--- src/rtl/uart_pkg.sv ---
// Encodings shared by the UART TX and RX halves: FSM state codes and parity type.
package uart_pkg;

  typedef logic [2:0] uart_state_t;

  localparam uart_state_t ST_IDLE   = 3'd0;
  localparam uart_state_t ST_START  = 3'd1;
  localparam uart_state_t ST_DATA   = 3'd2;
  localparam uart_state_t ST_PARITY = 3'd3;
  localparam uart_state_t ST_STOP   = 3'd4;

  localparam logic PAR_EVEN = 1'b0;
  localparam logic PAR_ODD  = 1'b1;

  // Words narrower than 9 bits are zero-extended by the caller, which leaves the XOR unchanged.
  function automatic logic parity_bit(input logic [8:0] data, input logic parTyp);
    return (^data) ^ (parTyp == PAR_ODD);
  endfunction

endpackage

--- src/rtl/uart_tx_buffered_if.sv ---
// Write-side valid/ready handshake into the buffered UART transmitter.
interface uart_tx_buffered_if #(parameter int DATA_WIDTH = 8);

  logic [DATA_WIDTH-1:0] TX_IN_P;
  logic                  TX_IN_V;
  logic                  TX_IN_RDY;

  modport master (output TX_IN_P, output TX_IN_V, input TX_IN_RDY);
  modport slave  (input TX_IN_P, input TX_IN_V, output TX_IN_RDY);

endinterface

--- src/rtl/uart_sync_fifo.sv ---
// Single-clock FIFO; full and empty come from the occupancy count, so pointers may wrap freely.
module uart_sync_fifo #(
  parameter int DATA_WIDTH = 8,
  parameter int DEPTH      = 4,
  localparam int PTR_W     = $clog2(DEPTH),
  localparam int CNT_W     = PTR_W + 1
) (
  input  logic                  CLK,
  input  logic                  RST,
  input  logic                  push_i,
  input  logic [DATA_WIDTH-1:0] data_i,
  input  logic                  pop_i,
  output logic [DATA_WIDTH-1:0] data_o,
  output logic                  full_o,
  output logic                  empty_o,
  output logic [CNT_W-1:0]      count_o
);

  logic [DATA_WIDTH-1:0] mem_q [DEPTH];
  logic [PTR_W-1:0]      wrPtr_q, wrPtr_d;
  logic [PTR_W-1:0]      rdPtr_q, rdPtr_d;
  logic [CNT_W-1:0]      count_q, count_d;
  logic                  pushOk;
  logic                  popOk;

  assign full_o  = (count_q == CNT_W'(DEPTH));
  assign empty_o = (count_q == '0);
  assign count_o = count_q;
  assign data_o  = mem_q[rdPtr_q];

  // A push is judged against the pre-edge fullness, even when a pop frees a slot on the same edge.
  assign pushOk = push_i && !full_o;
  assign popOk  = pop_i && !empty_o;

  always_comb begin
    wrPtr_d = pushOk ? wrPtr_q + PTR_W'(1) : wrPtr_q;
    rdPtr_d = popOk ? rdPtr_q + PTR_W'(1) : rdPtr_q;
    count_d = count_q + CNT_W'(pushOk) - CNT_W'(popOk);
  end

  always_ff @(posedge CLK) begin
    if (pushOk) mem_q[wrPtr_q] <= data_i;
  end

  always_ff @(posedge CLK or negedge RST) begin
    if (!RST) begin
      wrPtr_q <= '0;
      rdPtr_q <= '0;
      count_q <= '0;
    end else begin
      wrPtr_q <= wrPtr_d;
      rdPtr_q <= rdPtr_d;
      count_q <= count_d;
    end
  end

endmodule

--- src/rtl/uart_tx_buffered.sv ---
// UART transmitter with an input FIFO and built-in baud divider; frame settings are
// captured when each word leaves the FIFO so mid-frame config changes cannot corrupt it.
module uart_tx_buffered
  import uart_pkg::*;
#(
  parameter int DATA_WIDTH     = 8,
  parameter int DEPTH          = 4,
  parameter int PRESCALE_WIDTH = 8
) (
  input  logic                       CLK,
  input  logic                       RST,
  uart_tx_buffered_if.slave          txIf,
  input  logic [PRESCALE_WIDTH-1:0]  PRESCALE,
  input  logic                       PAR_EN,
  input  logic                       PAR_TYP,
  input  logic                       STOP2,
  output logic                       TX_OUT_S,
  output logic                       BUSY,
  output logic [$clog2(DEPTH):0]     FIFO_CNT
);

  localparam int BIT_W = $clog2(DATA_WIDTH);
  localparam logic [BIT_W-1:0] LAST_BIT = BIT_W'(DATA_WIDTH - 1);

  logic [DATA_WIDTH-1:0]     fifoData;
  logic                      fifoFull, fifoEmpty, pop;

  uart_state_t               state_q, state_d;
  logic [PRESCALE_WIDTH-1:0] baudCnt_q, baudCnt_d;
  logic [PRESCALE_WIDTH-1:0] presc_q, presc_d;
  logic [BIT_W-1:0]          bitCnt_q, bitCnt_d;
  logic [DATA_WIDTH-1:0]     shift_q, shift_d;
  logic                      parBit_q, parBit_d;
  logic                      parEn_q, parEn_d;
  logic                      stop2_q, stop2_d;
  logic                      txOut_q, txOut_d;
  logic                      busy_q, busy_d;
  logic                      bitEnd;

  uart_sync_fifo #(.DATA_WIDTH(DATA_WIDTH), .DEPTH(DEPTH)) u_fifo (
    .CLK     (CLK),
    .RST     (RST),
    .push_i  (txIf.TX_IN_V),
    .data_i  (txIf.TX_IN_P),
    .pop_i   (pop),
    .data_o  (fifoData),
    .full_o  (fifoFull),
    .empty_o (fifoEmpty),
    .count_o (FIFO_CNT)
  );

  assign txIf.TX_IN_RDY = !fifoFull;
  assign TX_OUT_S       = txOut_q;
  assign BUSY           = busy_q;
  assign bitEnd         = (baudCnt_q == presc_q - PRESCALE_WIDTH'(1));

  always_comb begin
    state_d   = state_q;
    baudCnt_d = baudCnt_q;
    presc_d   = presc_q;
    bitCnt_d  = bitCnt_q;
    shift_d   = shift_q;
    parBit_d  = parBit_q;
    parEn_d   = parEn_q;
    stop2_d   = stop2_q;
    txOut_d   = txOut_q;
    busy_d    = busy_q;
    pop       = 1'b0;

    if (state_q != ST_IDLE) baudCnt_d = bitEnd ? '0 : baudCnt_q + PRESCALE_WIDTH'(1);

    case (state_q)
      ST_IDLE:  pop = !fifoEmpty;
      ST_START: if (bitEnd) begin
        state_d  = ST_DATA;
        bitCnt_d = '0;
        txOut_d  = shift_q[0];
      end
      ST_DATA: if (bitEnd) begin
        if (bitCnt_q == LAST_BIT) begin
          bitCnt_d = '0;
          state_d  = parEn_q ? ST_PARITY : ST_STOP;
          txOut_d  = parEn_q ? parBit_q : 1'b1;
        end else begin
          bitCnt_d = bitCnt_q + BIT_W'(1);
          shift_d  = shift_q >> 1;
          txOut_d  = shift_q[1];
        end
      end
      ST_PARITY: if (bitEnd) begin
        state_d  = ST_STOP;
        bitCnt_d = '0;
        txOut_d  = 1'b1;
      end
      ST_STOP: if (bitEnd) begin
        if (stop2_q && bitCnt_q == '0) begin
          bitCnt_d = BIT_W'(1);
        end else if (!fifoEmpty) begin
          pop = 1'b1;
        end else begin
          state_d = ST_IDLE;
          busy_d  = 1'b0;
          txOut_d = 1'b1;
        end
      end
      default: begin
        state_d = ST_IDLE;
        busy_d  = 1'b0;
        txOut_d = 1'b1;
      end
    endcase

    // Starting a frame overrides whatever the state branch chose.
    if (pop) begin
      state_d   = ST_START;
      baudCnt_d = '0;
      bitCnt_d  = '0;
      shift_d   = fifoData;
      parBit_d  = parity_bit(9'(fifoData), PAR_TYP);
      parEn_d   = PAR_EN;
      stop2_d   = STOP2;
      presc_d   = (PRESCALE == '0) ? PRESCALE_WIDTH'(1) : PRESCALE;
      txOut_d   = 1'b0;
      busy_d    = 1'b1;
    end
  end

  always_ff @(posedge CLK or negedge RST) begin
    if (!RST) begin
      state_q   <= ST_IDLE;
      baudCnt_q <= '0;
      presc_q   <= PRESCALE_WIDTH'(1);
      bitCnt_q  <= '0;
      shift_q   <= '0;
      parBit_q  <= 1'b0;
      parEn_q   <= 1'b0;
      stop2_q   <= 1'b0;
      txOut_q   <= 1'b1;
      busy_q    <= 1'b0;
    end else begin
      state_q   <= state_d;
      baudCnt_q <= baudCnt_d;
      presc_q   <= presc_d;
      bitCnt_q  <= bitCnt_d;
      shift_q   <= shift_d;
      parBit_q  <= parBit_d;
      parEn_q   <= parEn_d;
      stop2_q   <= stop2_d;
      txOut_q   <= txOut_d;
      busy_q    <= busy_d;
    end
  end

endmodule

--- src/flat_wrapper.sv ---
// flat-port wrapper written by rule: the top's interface ports become plain ports
module uart_tx_buffered_flat import uart_pkg::*;
#(
  parameter int DATA_WIDTH     = 8,
  parameter int DEPTH          = 4,
  parameter int PRESCALE_WIDTH = 8
)
  (CLK, RST, PRESCALE, PAR_EN, PAR_TYP, STOP2, TX_OUT_S, BUSY, FIFO_CNT, txIf_TX_IN_P, txIf_TX_IN_V, txIf_TX_IN_RDY);
  uart_tx_buffered_if #(.DATA_WIDTH(DATA_WIDTH)) txIf_i ();
  input  logic CLK;
  input  logic RST;
  input  logic [PRESCALE_WIDTH-1:0] PRESCALE;
  input  logic PAR_EN;
  input  logic PAR_TYP;
  input  logic STOP2;
  output logic TX_OUT_S;
  output logic BUSY;
  output logic [$clog2(DEPTH):0] FIFO_CNT;
  input wire logic [$bits(txIf_i.TX_IN_P)-1:0] txIf_TX_IN_P;
  input wire logic [$bits(txIf_i.TX_IN_V)-1:0] txIf_TX_IN_V;
  output wire logic [$bits(txIf_i.TX_IN_RDY)-1:0] txIf_TX_IN_RDY;
  assign txIf_i.TX_IN_P = txIf_TX_IN_P;
  assign txIf_i.TX_IN_V = txIf_TX_IN_V;
  assign txIf_TX_IN_RDY = txIf_i.TX_IN_RDY;
  uart_tx_buffered #(.DATA_WIDTH(DATA_WIDTH), .DEPTH(DEPTH), .PRESCALE_WIDTH(PRESCALE_WIDTH)) u_core (.CLK(CLK), .RST(RST), .txIf(txIf_i), .PRESCALE(PRESCALE), .PAR_EN(PAR_EN), .PAR_TYP(PAR_TYP), .STOP2(STOP2), .TX_OUT_S(TX_OUT_S), .BUSY(BUSY), .FIFO_CNT(FIFO_CNT));
endmodule
--- config.mk ---
export PLATFORM = sky130hd
export DESIGN_NAME = uart_tx_buffered_flat
export DESIGN_NICKNAME = d
export VERILOG_FILES = /design/src/rtl/uart_pkg.sv /design/src/rtl/uart_tx_buffered_if.sv /design/src/rtl/uart_sync_fifo.sv /design/src/rtl/uart_tx_buffered.sv /design/src/flat_wrapper.sv
export SDC_FILE = /design/constraint.sdc
export NUM_CORES = 1
export LEC_CHECK = 0
export CELL_PAD_IN_SITES_DETAIL_PLACEMENT = 0
export CELL_PAD_IN_SITES_GLOBAL_PLACEMENT = 2
export CORE_MARGIN = 1
export CORE_UTILIZATION = 40
export DETAILED_ROUTE_END_ITERATION = 10
export PLACE_DENSITY = 0.9
export SYNTH_ARGS = -nofsm -noshare
export SYNTH_HDL_FRONTEND = slang
export SYNTH_SLANG_ARGS = --single-unit
--- constraint.sdc ---
create_clock -name CLK -period 5.3 [get_ports CLK]
set_input_delay 1.59 -clock CLK [delete_from_list [all_inputs] [get_ports CLK]]
set_output_delay 1.59 -clock CLK [all_outputs]
set_load 0.02 [all_outputs]
==> summary.txt <==
Setup path
  • Worst setup EP type: flop
  • RR Endpoint: u_core.u_fifo.count_o[2]
  • Critical Path Fanout Max: 15
  • CP Class: flop to flop
  • R2R Setup Slk: 1160 ps
  • CP Launch Type: flop
  • Crit path capture: u_core.u_fifo.count_o[2]
  • CP startpoint: u_core.presc_q[0]
  • Reg2reg start: u_core.presc_q[0]
  • Crit path DAT: 4370 ps
  • Worst R2R Path Depth: 16
  • Worst path required time: approximately 5500 ps

Worst hold path
  • Hold Crit Class: flop to flop
  • Hold path start: u_core.TX_OUT_S
  • Hold Path Depth: 2

Floorplanning
  • Rows: 35
  • I/O Pins: 28
  • Initial Util: 0.4098
  • Die Height: 99.07 um
  • Die W: approximately 99 um
  • Core area: slightly above 9000 um^2
  • Die Area: 9814 um^2

STA
  • Hold slack: 483.7 ps
  • Tcrit/Tclk final: 0.7807
  • Final Hold Vio Count: 0
  • Minimum clock period: between 4000 and 5000 ps
  • Fmax: 241.7 MHz
  • Setup violators final: 0
  • Rel. slew slack: 0.3436
  • Measured slew at the worst slew-check pin: 984.6 ps
  • PnR worst setup slack: around 1200 ps
  • Setup TNS: 0 ps
  • Unrepaired setup endpoints after global routing: false
  • Skew final: 9.264 ps
  • Max-slew violation count: 0

Synth
  • Syn_nets: between 300 and 400
  • Seq/Total Area, Yosys: 0.5345
  • Area contributors post-synth: dfrtp_1 27%, edfxtp_1 25%, mux2_2 5.7%, mux4_2 4.8%, xnor2_1 3.7%
  • Synth Area in Adders: 0.04183
  • Post-synth top flop: dfrtp_1
  • YS warnings: 0
  • Mapped Area: around 3800 um^2
  • Post-synthesis mux area share: 0.1218
  • Synth Area in Compound Gates: 0.09993
  • Yosys top cell area share: 0.2656
  • Largest family of logic cells by synthesized area: multiplexers
  • Number of flops mapped to enable cells by yosys: 32
  • Synth cell types: 55
  • Synth async-reset ratio: 0.5676
  • Leading area contributor after synthesis: dfrtp_1
  • Synth Area in Simple Gates: 0.1202
  • Mean post-synth cell area: 12.44 um^2
  • Syn Inst Count: 303
  • Post-synthesis register bit count: 74
  • Xor and xnor area share after synthesis: 0.05113

Layout
  • # diodes: 0
  • Design Area, Final: around 4400 um^2
  • Fin nets: 366
  • Non-Filler Instances: between 400 and 500
  • Layout area overhead: 15.74%
  • Share of cells above drive strength 1: 0.1751
  • Final Core Density: 0.4743

Clocking
  • Worst-path clk slew: approximately 80 ps
  • TritonCTS clock tree: done
  • CTS max path bufs: 2
  • Post-CTS Setup Inserts: 0
  • Sink Count: 74
  • Htree depth: 3
  • Worst-Skew Late Latency: 340 ps
  • # hold bufs at CTS: 0
  • CTS Root Cell: clkbuf_8
  • Cts bufs inserted: 9
  • Post-cts resize count: 0

Place
  • DP HPWL: 5126 um
  • Number of port buffers: 27
  • Dpl ws: 1170 ps
  • Cell area after placement: 4119 um^2
  • Gpl congestion: 0.7553
  • Placed Instances: 432

Global routing
  • Total GRT Usage: 0.1654
  • Total grt overflow: 0
  • Global-route wire length before repair: 12500 um
  • Antenna violations before repair: 0
  • Pin count of the biggest net entering global routing: 43
  • Number of global-route vias before repair: roughly 2500

Power
  • Worst VDD drop: about 0.25 mV
  • PwrDens: roughly 640 nW/um^2
  • Lkg Pwr: 1.710 nW
  • Switching portion of total power: 0.3749
  • Power Total: 2.772 mW
  • Combinational fraction of design power: 0.449
  • Power share of the sequential group: 0.359
  • Power share of the clock group: 0.191
  • NetSw: between 1 and 1.5 mW
  • P_int: 1.733 mW

Flow run
  • Max cap viols: 0

Detailed routing
  • Via-to-Cell Ratio: 5.404
  • 1st-iter DRT viols: about 130
  • Drt pass-1 iters: 4
  • Post-detailed-routing wire length: 7231 um
  • Drt wl/cell: 16.14 um
  • DRC: 0
  • Total vias in the final route: 2421
  • ANT nets after route: 0

Status
  • Outcome: completed
-- metal layers --
layer | track usage | part of all wire | wire length [um]
met3 | 0.04326 | 0.038 | 276
met2 | 0.2743 | 0.49 | 3567
met1 | 0.2146 | 0.46 | 3320
met4 | 0.04751 | 0.0091 | 66
met5 | 0 | 0 | 0
-- kinds of logic (layout without fill, tap and decap cells) --
logic type,Yosys count,in the layout
simple gates,85,85
flops,74,74
compound gates,54,54
mux,32,32
buf+inv,24,58
xor+xnor,22,22
fa+ha+maj,12,12
-- cells in the mapped netlist, drive strengths merged (2+ instances only) --
master and instances:
xnor2 16, mux4 8, nor4 4, mux2i 2, a21oi 12, or2 3
dfstp 2, inv 14, nand2b 2, and2 2, or3 4, and3 7
nand3 7, ha 11, a22o 5, a31oi 2, xor2 6, mux2 22
nand2 19, nor2b 9, o21bai 2, nor2 13, o31ai 3, nor3 10
buf 3, edfxtp 32, clkbuf 6, o22ai 2, dfrtp 40, o21ai 18
-- power by group through the flow --
stage          sequential, mW  combinational, mW  clock, mW
4_1_cts                  1.00               1.26      0.545
3_5_place_dp             1.01               1.25          0
5_1_grt                  1.03               1.38      0.567
3_3_place_gp             1.01               1.22          0
2_1_floorplan           0.940               1.04          0
6_report                0.996               1.25      0.530
-- sequential cells by signal, summed over array words and instances (netlist names), 2 cells and up --
signal / count
u_core.state_q: 3
u_core.u_fifo.wrPtr_q: 2
u_core.baudCnt_q: 8
u_core.u_fifo.count_o: 3
u_core.bitCnt_q: 3
u_core.u_fifo.rdPtr_q: 2
u_core.presc_q: 8
u_core.u_fifo.mem_q: 32
u_core.shift_q: 8
-- worst min path at each step --
| stage | to | slack, ps |
|---|---|---|
| after floorplan | u_core.stop2_q | 480 |
| after global placement | u_core.TX_OUT_S | 470 |
| after detailed placement | u_core.TX_OUT_S | 480 |
| after CTS | u_core.TX_OUT_S | 490 |
| after global routing | u_core.TX_OUT_S | 500 |
| final | u_core.TX_OUT_S | 480 |
-- area by class of cell --
type / count / area [um^2]
timing repair buffer: 27 / 265.3
clock inverter: 6 / 115.1
fill: 843 / 4835
tap: 111 / 138.9
clock buffer: 10 / 127.6
multi-input combinational: 205 / 1639
inverter: 15 / 61.31
sequential: 74 / 2014
-- worst max-delay path: stages, from the launching register on --
cell and delay (ps):
dfstp_2 590, inv_1 60, ha_1 290, nor2b_1 160, or3_1 340, a31o_2 280, or4_4 560, o21ai_4 280
nand2_4 150, clkinv_4 170, ha_1 250, inv_1 60, ha_1 130, inv_1 50, fa_1 370, xnor2_1 150
xnor2_1 130
-- cell usage in the layout (no fill, tap or decap), types with 11 or more instances in the layout --
master / synthesis / routed
mux2_2: 19 / 19
o21ai_0: 16 / 16
inv_1: 14 / 14
dfrtp_1: 40 / 40
a21oi_1: 12 / 12
clkdlybuf4s50_1: 0 / 26
nand2_1: 18 / 18
xnor2_1: 16 / 16
nor2_1: 12 / 12
ha_1: 11 / 11
edfxtp_1: 32 / 32
(Power assumes the default switching activity.)
